<file path="config.mk">
export PLATFORM = sky130hd
export DESIGN_NAME = bus_drive_ctrl_flat
export DESIGN_NICKNAME = d
export VERILOG_FILES = /design/src/rtl/bus_drive_ctrl_if.sv /design/src/rtl/bus_drive_ctrl.sv /design/src/flat_wrapper.sv
export SDC_FILE = /design/constraint.sdc
export NUM_CORES = 1
export LEC_CHECK = 0
export CAP_MARGIN = 0
export CORE_MARGIN = 3
export CORE_UTILIZATION = 52
export DETAILED_ROUTE_END_ITERATION = 6
export PLACE_DENSITY = 0.77
export SYNTH_ARGS = -nofsm -noshare
export SYNTH_HDL_FRONTEND = slang
export SYNTH_SLANG_ARGS = --single-unit
</file>
<file path="constraint.sdc">
create_clock -name clk -period 2.2 [get_ports clk]
set_input_delay 0.44 -clock clk [delete_from_list [all_inputs] [get_ports clk]]
set_output_delay 0.44 -clock clk [all_outputs]
set_load 0.05 [all_outputs]
</file>
<file path="src/rtl/bus_drive_ctrl_if.sv">
// Handshake and tristate-buffer control signals of bus_drive_ctrl.
// The master side feeds words to the controller; the slave side is the controller itself.
interface bus_drive_ctrl_if #(
  parameter int WIDTH = 8
);
  logic [WIDTH-1:0] tx_data;
  logic             tx_valid;
  logic             tx_ready;
  logic             bus_d;
  logic             bus_en;
  logic             busy;
  logic             done;

  modport master (
    output tx_data, tx_valid,
    input  tx_ready, bus_d, bus_en, busy, done
  );

  modport slave (
    input  tx_data, tx_valid,
    output tx_ready, bus_d, bus_en, busy, done
  );
endinterface

</file>
<file path="src/rtl/bus_drive_ctrl.sv">
// Serialises handshaked words as START/DATA(LSB first)/STOP frames onto a tristate
// buffer's data/enable pins, then releases the line for GUARD turnaround cycles.
module bus_drive_ctrl #(
  parameter int WIDTH = 8,
  parameter int GUARD = 2
) (
  input  logic            clk,
  input  logic            rst,
  bus_drive_ctrl_if.slave bus
);
  localparam int CW = $clog2(WIDTH + 1);
  localparam int GW = (GUARD > 0) ? $clog2(GUARD + 1) : 1;

  typedef enum logic [2:0] {S_IDLE, S_START, S_DATA, S_STOP, S_GUARD} state_t;

  state_t           state_q, state_d;
  logic [CW-1:0]    cnt_q, cnt_d;
  logic [GW-1:0]    gcnt_q, gcnt_d;
  logic [WIDTH-1:0] shift_q, shift_d;
  logic             bus_d_q, bus_d_d;
  logic             bus_en_q, bus_en_d;
  logic             ready_q, ready_d;
  logic             busy_q, busy_d;
  logic             done_q, done_d;
  logic             accept;

  assign accept = bus.tx_valid & ready_q;

  always_ff @(posedge clk or posedge rst) begin
    if (rst) begin
      state_q <= S_IDLE;
      cnt_q   <= '0;
      gcnt_q  <= '0;
    end else begin
      state_q <= state_d;
      cnt_q   <= cnt_d;
      gcnt_q  <= gcnt_d;
    end
  end

  // Payload holder carries no control meaning, so it is left out of reset.
  always_ff @(posedge clk) begin
    shift_q <= shift_d;
  end

  always_comb begin
    state_d = state_q;
    cnt_d   = cnt_q;
    gcnt_d  = gcnt_q;
    shift_d = shift_q;
    case (state_q)
      S_IDLE: begin
        if (accept) begin
          shift_d = bus.tx_data;
          cnt_d   = '0;
          state_d = S_START;
        end
      end
      S_START: begin
        cnt_d   = '0;
        state_d = S_DATA;
      end
      S_DATA: begin
        shift_d = shift_q >> 1;
        if (cnt_q == CW'(WIDTH - 1)) state_d = S_STOP;
        else                         cnt_d   = cnt_q + 1'b1;
      end
      S_STOP: begin
        gcnt_d  = '0;
        state_d = (GUARD == 0) ? S_IDLE : S_GUARD;
      end
      S_GUARD: begin
        if (gcnt_q == GW'(GUARD - 1)) state_d = S_IDLE;
        else                          gcnt_d  = gcnt_q + 1'b1;
      end
      default: state_d = S_IDLE;
    endcase
  end

  // Outputs are decoded from the next state so the registered pins line up
  // with the state they describe.
  always_comb begin
    bus_en_d = (state_d == S_START) || (state_d == S_DATA) || (state_d == S_STOP);
    bus_d_d  = 1'b1;
    if (state_d == S_START)     bus_d_d = 1'b0;
    else if (state_d == S_DATA) bus_d_d = shift_d[0];
    ready_d  = (state_d == S_IDLE);
    busy_d   = (state_d != S_IDLE);
    done_d   = (state_d == S_IDLE) && (state_q != S_IDLE);
  end

  always_ff @(posedge clk or posedge rst) begin
    if (rst) begin
      bus_d_q  <= 1'b1;
      bus_en_q <= 1'b0;
      ready_q  <= 1'b1;
      busy_q   <= 1'b0;
      done_q   <= 1'b0;
    end else begin
      bus_d_q  <= bus_d_d;
      bus_en_q <= bus_en_d;
      ready_q  <= ready_d;
      busy_q   <= busy_d;
      done_q   <= done_d;
    end
  end

  assign bus.bus_d    = bus_d_q;
  assign bus.bus_en   = bus_en_q;
  assign bus.tx_ready = ready_q;
  assign bus.busy     = busy_q;
  assign bus.done     = done_q;
endmodule

</file>
<file path="src/flat_wrapper.sv">
// flat-port wrapper written by rule: the top's interface ports become plain ports
module bus_drive_ctrl_flat 
#(
  parameter int WIDTH = 8,
  parameter int GUARD = 2
)
  (clk, rst, bus_tx_data, bus_tx_valid, bus_tx_ready, bus_bus_d, bus_bus_en, bus_busy, bus_done);
  bus_drive_ctrl_if #(.WIDTH(WIDTH)) bus_i ();
  input  logic clk;
  input  logic rst;
  input wire logic [$bits(bus_i.tx_data)-1:0] bus_tx_data;
  input wire logic [$bits(bus_i.tx_valid)-1:0] bus_tx_valid;
  output wire logic [$bits(bus_i.tx_ready)-1:0] bus_tx_ready;
  output wire logic [$bits(bus_i.bus_d)-1:0] bus_bus_d;
  output wire logic [$bits(bus_i.bus_en)-1:0] bus_bus_en;
  output wire logic [$bits(bus_i.busy)-1:0] bus_busy;
  output wire logic [$bits(bus_i.done)-1:0] bus_done;
  assign bus_i.tx_data = bus_tx_data;
  assign bus_i.tx_valid = bus_tx_valid;
  assign bus_tx_ready = bus_i.tx_ready;
  assign bus_bus_d = bus_i.bus_d;
  assign bus_bus_en = bus_i.bus_en;
  assign bus_busy = bus_i.busy;
  assign bus_done = bus_i.done;
  bus_drive_ctrl #(.WIDTH(WIDTH), .GUARD(GUARD)) u_core (.clk(clk), .rst(rst), .bus(bus_i));
endmodule
</file>
==> out/metrics.yaml, run 1 <==
dieArea_sq_mm: 0.002602
p_int_uw: 1105
drcViolationCount: 0
switching_share_pct: 41.92
setup_violations: 0
fin_setup_tns_ns: 0
grtUsageTotal_pct: 16.45
fillers: 145
start_kind: "flip-flop"
seqPwrFrac_pct: 42.1
ctsResizeCount: 0
gp_congestion: 0.8060
power.density_mw_per_mm2: 1537
vdd_ir_drop_max_mv: 0.9190
final_common_cell: "clkdlybuf4s50_1"
async_reset_ff_share_pct: 63.64
cts-root-buf: "clkbuf_4"
grt_pass1_vias: 651
synth-seq-area-share_pct: 55.34
slew_headroom_pct: 63.74
netlist-cell-type-count: 38
period_needed_ns: 2.131
num_vias: 701
core_sq_mm: 0.001821
p_leak_uw: 0.0005353
num_rows: 15
post_cts_buffers: 0
synth_top_flop_cell: "dfrtp_1"
grt_overflow: 0
p_comb_share_pct: 48.0
antenna_found_initial: 0
antennaDiodeCount: 0
clock_latency_ns: 0.31
syn_inst: 87
finalHoldViolations: 0
max_freq_mhz: 469.2
cp.arrival_ns: 1.69
drive_above_1_share_pct: 14.42
syn-cell-area_sq_mm: 0.001054
yosys_register_bits: 22
ff_latch_area_sq_um: 583.1
cp_slowest_cell: "clkdlybuf4s50_1"
antenna_left: 0
synth_fp_nets: 100
chipWidth_um: 51.01
clockBufferDepth: 2
maxSlewViolCount: 0
htree_num_levels: 1
grt_pass1_wl_um: 3029
nets: 118
drt-initial-drc-count: 9
die-height_um: 51.01
critical_path_buf_inv_count: 1
clk_pin_slew_ns: 0.11
synth_edf_count: 7
syn_avg_cell_area_sq_um: 12.11
avgViaCountPerCell: 5.434
critPathTopFamily: "buffers and inverters"
cts_tree: "built"
drv_cap: 0
syn_to_final_growth_pct: 17.58
crit_fanout: 4
io_pins: 16
cts_hold_buf: 0
worst_clock_skew_ns: 0.001951
yosys_warnings: 0
fin_util_pct: 68.04
finalCritPeriodShare_pct: 96.87
port_buffers: 15
grt_max_degree: 15
status: "finished clean"
slowest_delay_ns: 0.81
hp-class: "in -> async"
cts_made_buffers: 3
cp-end-kind: "primary output"
crit_required_ns: 1.76
path_cells: "clkdlybuf4s50_1"
place_area_sq_mm: 0.001212
critical_path_class: "reg -> out"
first_pass_iters: 4
start_util_pct: 57.87
clockPowerShare_pct: 9.9
cts.sinks: 22
tightest_slew_ns: 0.5433
power_switching_uw: 797.9
post-dp-hpwl_um: 1294
rsz0062_at_grt: "no"
hold_ws_ns: 0.4778
multi_input_area_sq_um: 417.9
wirelength_um: 1726
design_area_sq_mm: 0.001239
wl_per_cell_um: 13.38
finalPower_uw: 1903
final_cell_mix: "15 x clkdlybuf4s50_1, 12 x dfrtp_1, 9 x nor2_1"
-- stage by stage --
step           setup WS [ns]  instances
2_1_floorplan         0.6192         87
3_3_place_gp          0.3633        125
3_5_place_dp          0.2966        125
4_1_cts              0.05746        129
5_1_grt              0.02277        129
6_report             0.06887        129
-- layer usage --
| layer | vias up | part of all wire, % | track usage (%) |
|---|---|---|---|
| met3 | 4 | 4.9 | 3.207 |
| met4 | 0 | 3.0 | 12.11 |
| met5 | - | 0 | 0 |
| met1 | 330 | 46 | 20.95 |
| met2 | 18 | 46 | 24.68 |
| li1 | 349 | - | - |
-- power groups by stage --
stage	clock network [uW]	registers (uW)	logic, uW
finish	188	801	913
global route	212	831	997
CTS	197	803	924
detailed placement	0	810	922
global placement	0	806	899
floorplan	0	875	646
-- sequential cells by signal (all words and copies together), names as in the netlist --
register             cells
u_core.shift_q           8
u_core.cnt_q             4
u_core.state_q           3
u_core.gcnt_q            2
u_core.bus.bus_d         1
u_core.bus.bus_en        1
u_core.bus.busy          1
u_core.bus.done          1
u_core.bus.tx_ready      1
-- final timing paths --
check	from	endpoint	slack [ns]	depth (start not counted)
max	u_core.bus.tx_ready	bus_tx_ready	0.07	1
min	rst	u_core.cnt_q[2]	0.48	2
max reg2reg	u_core.cnt_q[0]	u_core.bus.bus_d	0.66	5
min reg2reg	u_core.gcnt_q[0]	u_core.gcnt_q[0]	0.52	1
max in group asynchronous	rst	u_core.bus.tx_ready	1.35	2
min in group clk	u_core.gcnt_q[0]	u_core.gcnt_q[0]	0.52	1
-- cell usage after synthesis (2+ instances only) --
cell | number | share of area (%)
nand2b_1 | 2 | 1.2
ha_1 | 2 | 2.4
a21o_1 | 2 | 1.4
a21oi_1 | 2 | 0.95
dfrtp_1 | 12 | 29
edfxtp_1 | 7 | 20
nand2_1 | 8 | 2.9
o21ai_0 | 2 | 0.95
nor2_1 | 9 | 3.2
inv_1 | 4 | 1.4
and2_1 | 2 | 1.2
buf_6 | 2 | 2.1
a22o_1 | 6 | 5.0
dfstp_2 | 2 | 5.0
buf_4 | 2 | 1.4
-- layout make-up --
cell class                      count  area share [%]
Clock buffer                        4           2.121
Inverter                            4           1.212
Multi-Input combinational cell     57           33.74
Sequential cell                    22           47.07
Tap cell                           25           2.525
Timing Repair Buffer               17           13.33
-- cells by family after synthesis --
kind of cell	count (synthesis)	synth area share, %
compound gates	23	20.31
simple gates	31	16.15
xor+xnor	1	0.8315
fa+ha+maj	2	2.375
flops	22	55.34
buf+inv	8	4.987
Note: power is estimated with default switching activity, not from simulation.
==> run 2: changes to the inputs <==
==> constraint.sdc (replaced) <==
create_clock -name clk -period 2.17 [get_ports clk]
set_input_delay 0.434 -clock clk [delete_from_list [all_inputs] [get_ports clk]]
set_output_delay 0.434 -clock clk [all_outputs]
set_load 0.05 [all_outputs]
==> run 2 against run 1 <==
  * Cell count unchanged
  * Register-to-register slack got worse by 0.04 ns
  * Via count increased by 0.14%
  * Clock skew is 0.0050 ns higher
  * Critical endpoint unchanged
==> out/metrics.yaml, run 2 (synthesis results as in run 1) <==
io_pins: 16  # unchanged
critPathTopFamily: "buffers and inverters"  # unchanged
crit_fanout: 4  # unchanged
grt_pass1_vias: 712  # was 651
final_cell_mix: "15 x clkdlybuf4s50_1, 12 x dfrtp_1, 9 x nor2_1"  # unchanged
fin_setup_tns_ns: 0  # unchanged
final_common_cell: "clkdlybuf4s50_1"  # unchanged
cts_made_buffers: 3  # unchanged
cp-end-kind: "primary output"  # unchanged
finalHoldViolations: 0  # unchanged
critical_path_class: "reg -> out"  # unchanged
core_sq_mm: 0.001821  # unchanged
rsz0062_at_grt: "no"  # unchanged
antenna_left: 0  # unchanged
crit_start: "u_core.bus.tx_ready"  # unchanged
slowest_delay_ns: 0.80  # was 0.81 ns
clock_latency_ns: 0.31  # about the same
grtUsageTotal_pct: 16.46  # was 16.45%
post_cts_buffers: 0  # unchanged
nets: 118  # unchanged
drt-initial-drc-count: 16  # was 9
drv_cap: 0  # unchanged
wirelength_um: 1775  # was 1726 um
cp_slowest_cell: "clkdlybuf4s50_1"  # unchanged
syn_to_final_growth_pct: 17.58  # unchanged
crit_required_ns: 1.74  # was 1.76 ns
largest_reg_flops: 8  # unchanged
hp-class: "in -> async"  # unchanged
status: "finished clean"  # unchanged
dp.cells: 125  # unchanged
avgViaCountPerCell: 5.442  # was 5.434
critical_path_buf_inv_count: 1  # unchanged
num_rows: 15  # unchanged
setup_violations: 0  # unchanged
worst_clock_skew_ns: 0.006931  # was 0.001951 ns
drive_above_1_share_pct: 14.42  # unchanged
port_buffers: 15  # unchanged
cts_tree: "built"  # unchanged
finalPower_uw: 1926  # was 1903 uW
chipWidth_um: 51.01  # unchanged
maxSlewViolCount: 0  # unchanged
start_kind: "flip-flop"  # unchanged
grt_pass1_wl_um: 3215  # was 3029 um
drcViolationCount: 0  # unchanged
cts_hold_buf: 0  # unchanged
start_util_pct: 57.87  # unchanged
max_freq_mhz: 473.7
tightest_slew_ns: 0.5184  # was 0.5433 ns
wl_per_cell_um: 13.76  # was 13.38 um
first_pass_iters: 3  # was 4
max_flop_register: "u_core.shift_q"  # unchanged
power.density_mw_per_mm2: 1555  # was 1537 mW/mm^2
slew_headroom_pct: 65.40  # was 63.74%
cts-root-buf: "clkbuf_4"  # unchanged
vdd_ir_drop_max_mv: 0.9121  # was 0.9190 mV
clockBufferDepth: 2  # unchanged
cts.sinks: 22  # unchanged
dieArea_sq_mm: 0.002602  # unchanged
post-dp-hpwl_um: 1337  # was 1294 um
clk_pin_slew_ns: 0.12  # was 0.11 ns
htree_num_levels: 1  # unchanged
cp.arrival_ns: 1.68  # was 1.69 ns
stdcell_count: 129  # unchanged
grt_max_degree: 15  # unchanged
largestRegisters: "u_core.shift_q: 8 flops, u_core.cnt_q: 4 flops, u_core.state_q: 3 flops"  # unchanged
worst_r2r_startpoint: "u_core.state_q[1]"  # was u_core.cnt_q[0]
antenna_found_initial: 0  # unchanged
period_needed_ns: 2.111
grt_overflow: 0  # unchanged
path_cells: "clkdlybuf4s50_1"  # unchanged
gp_congestion: 0.7166  # was 0.8060
num_vias: 702  # was 701
finalCritPeriodShare_pct: 97.27
p_leak_uw: 0.0005357  # was 0.0005353 uW
ctsResizeCount: 0  # unchanged
die-height_um: 51.01  # unchanged
antennaDiodeCount: 0  # unchanged
[run 2: cell types whose count changed in the layout (fill, tap and decap cells not counted), sizes merged]
cell and delta:
clkinv +1, clkbuf -1
[run 2: path summary, 6_finish.rpt]
kind / end / slack (ns) / depth (start not counted)
max: bus_tx_ready / 0.06 / 1
min: u_core.bus.done / 0.46 / 2
max reg2reg: u_core.shift_q[6] / 0.62 / 3
min reg2reg: u_core.cnt_q[1] / 0.52 / 1
max in group asynchronous: u_core.bus.bus_d / 1.35 / 2
min in group clk: u_core.cnt_q[1] / 0.52 / 1
[run 2: power by group]
part | total (uW) | internal [uW] | switching [uW]
clock network | 183 | 67.2 | 116
logic | 928 | 389 | 539
registers | 815 | 659 | 156
total | 1930 | 1120 | 811
[run 2: cell type report]
cell class                      instances  area, sq um
Sequential cell                        22        583.1
Fill cell                             146        581.8
Multi-Input combinational cell         57        417.9
Timing Repair Buffer                   17        165.2
Tap cell                               25        31.28
Clock buffer                            3        22.52
Inverter                                4        15.01
Clock inverter                          1        3.754
[run 2: metrics by stage]
step,cell area [sq um],worst slack (ns),utilization [%],hold slack (ns)
final,1239,0.05917,68.04,0.4579
after global routing,1239,0.001520,68.04,0.4893
after CTS,1239,0.04078,68.04,0.4650
after detailed placement,1212,0.3082,66.60,0.4943
after global placement,1212,0.3368,66.60,0.4782
after floorplan,1054,0.5892,-,0.3218
[run 2: routing by layer]
metal	wire length [um]	vias up	GRT usage (%)
li1	-	349	-
met1	809	337	21.76
met2	870	12	25.97
met3	75	4	4.665
met4	21	0	5.381
met5	0	-	0
==> run 3: changes to the inputs <==
--- a/config.mk
+++ b/config.mk
@@ -10,6 +10,7 @@
 export CORE_UTILIZATION = 52
 export DETAILED_ROUTE_END_ITERATION = 6
 export PLACE_DENSITY = 0.77
+export SKIP_CTS_REPAIR_TIMING = 1
 export SYNTH_ARGS = -nofsm -noshare
 export SYNTH_HDL_FRONTEND = slang
 export SYNTH_SLANG_ARGS = --single-unit
==> results of run 3 <==
The final DEF is identical to that of run 2; final timing and power are the same.
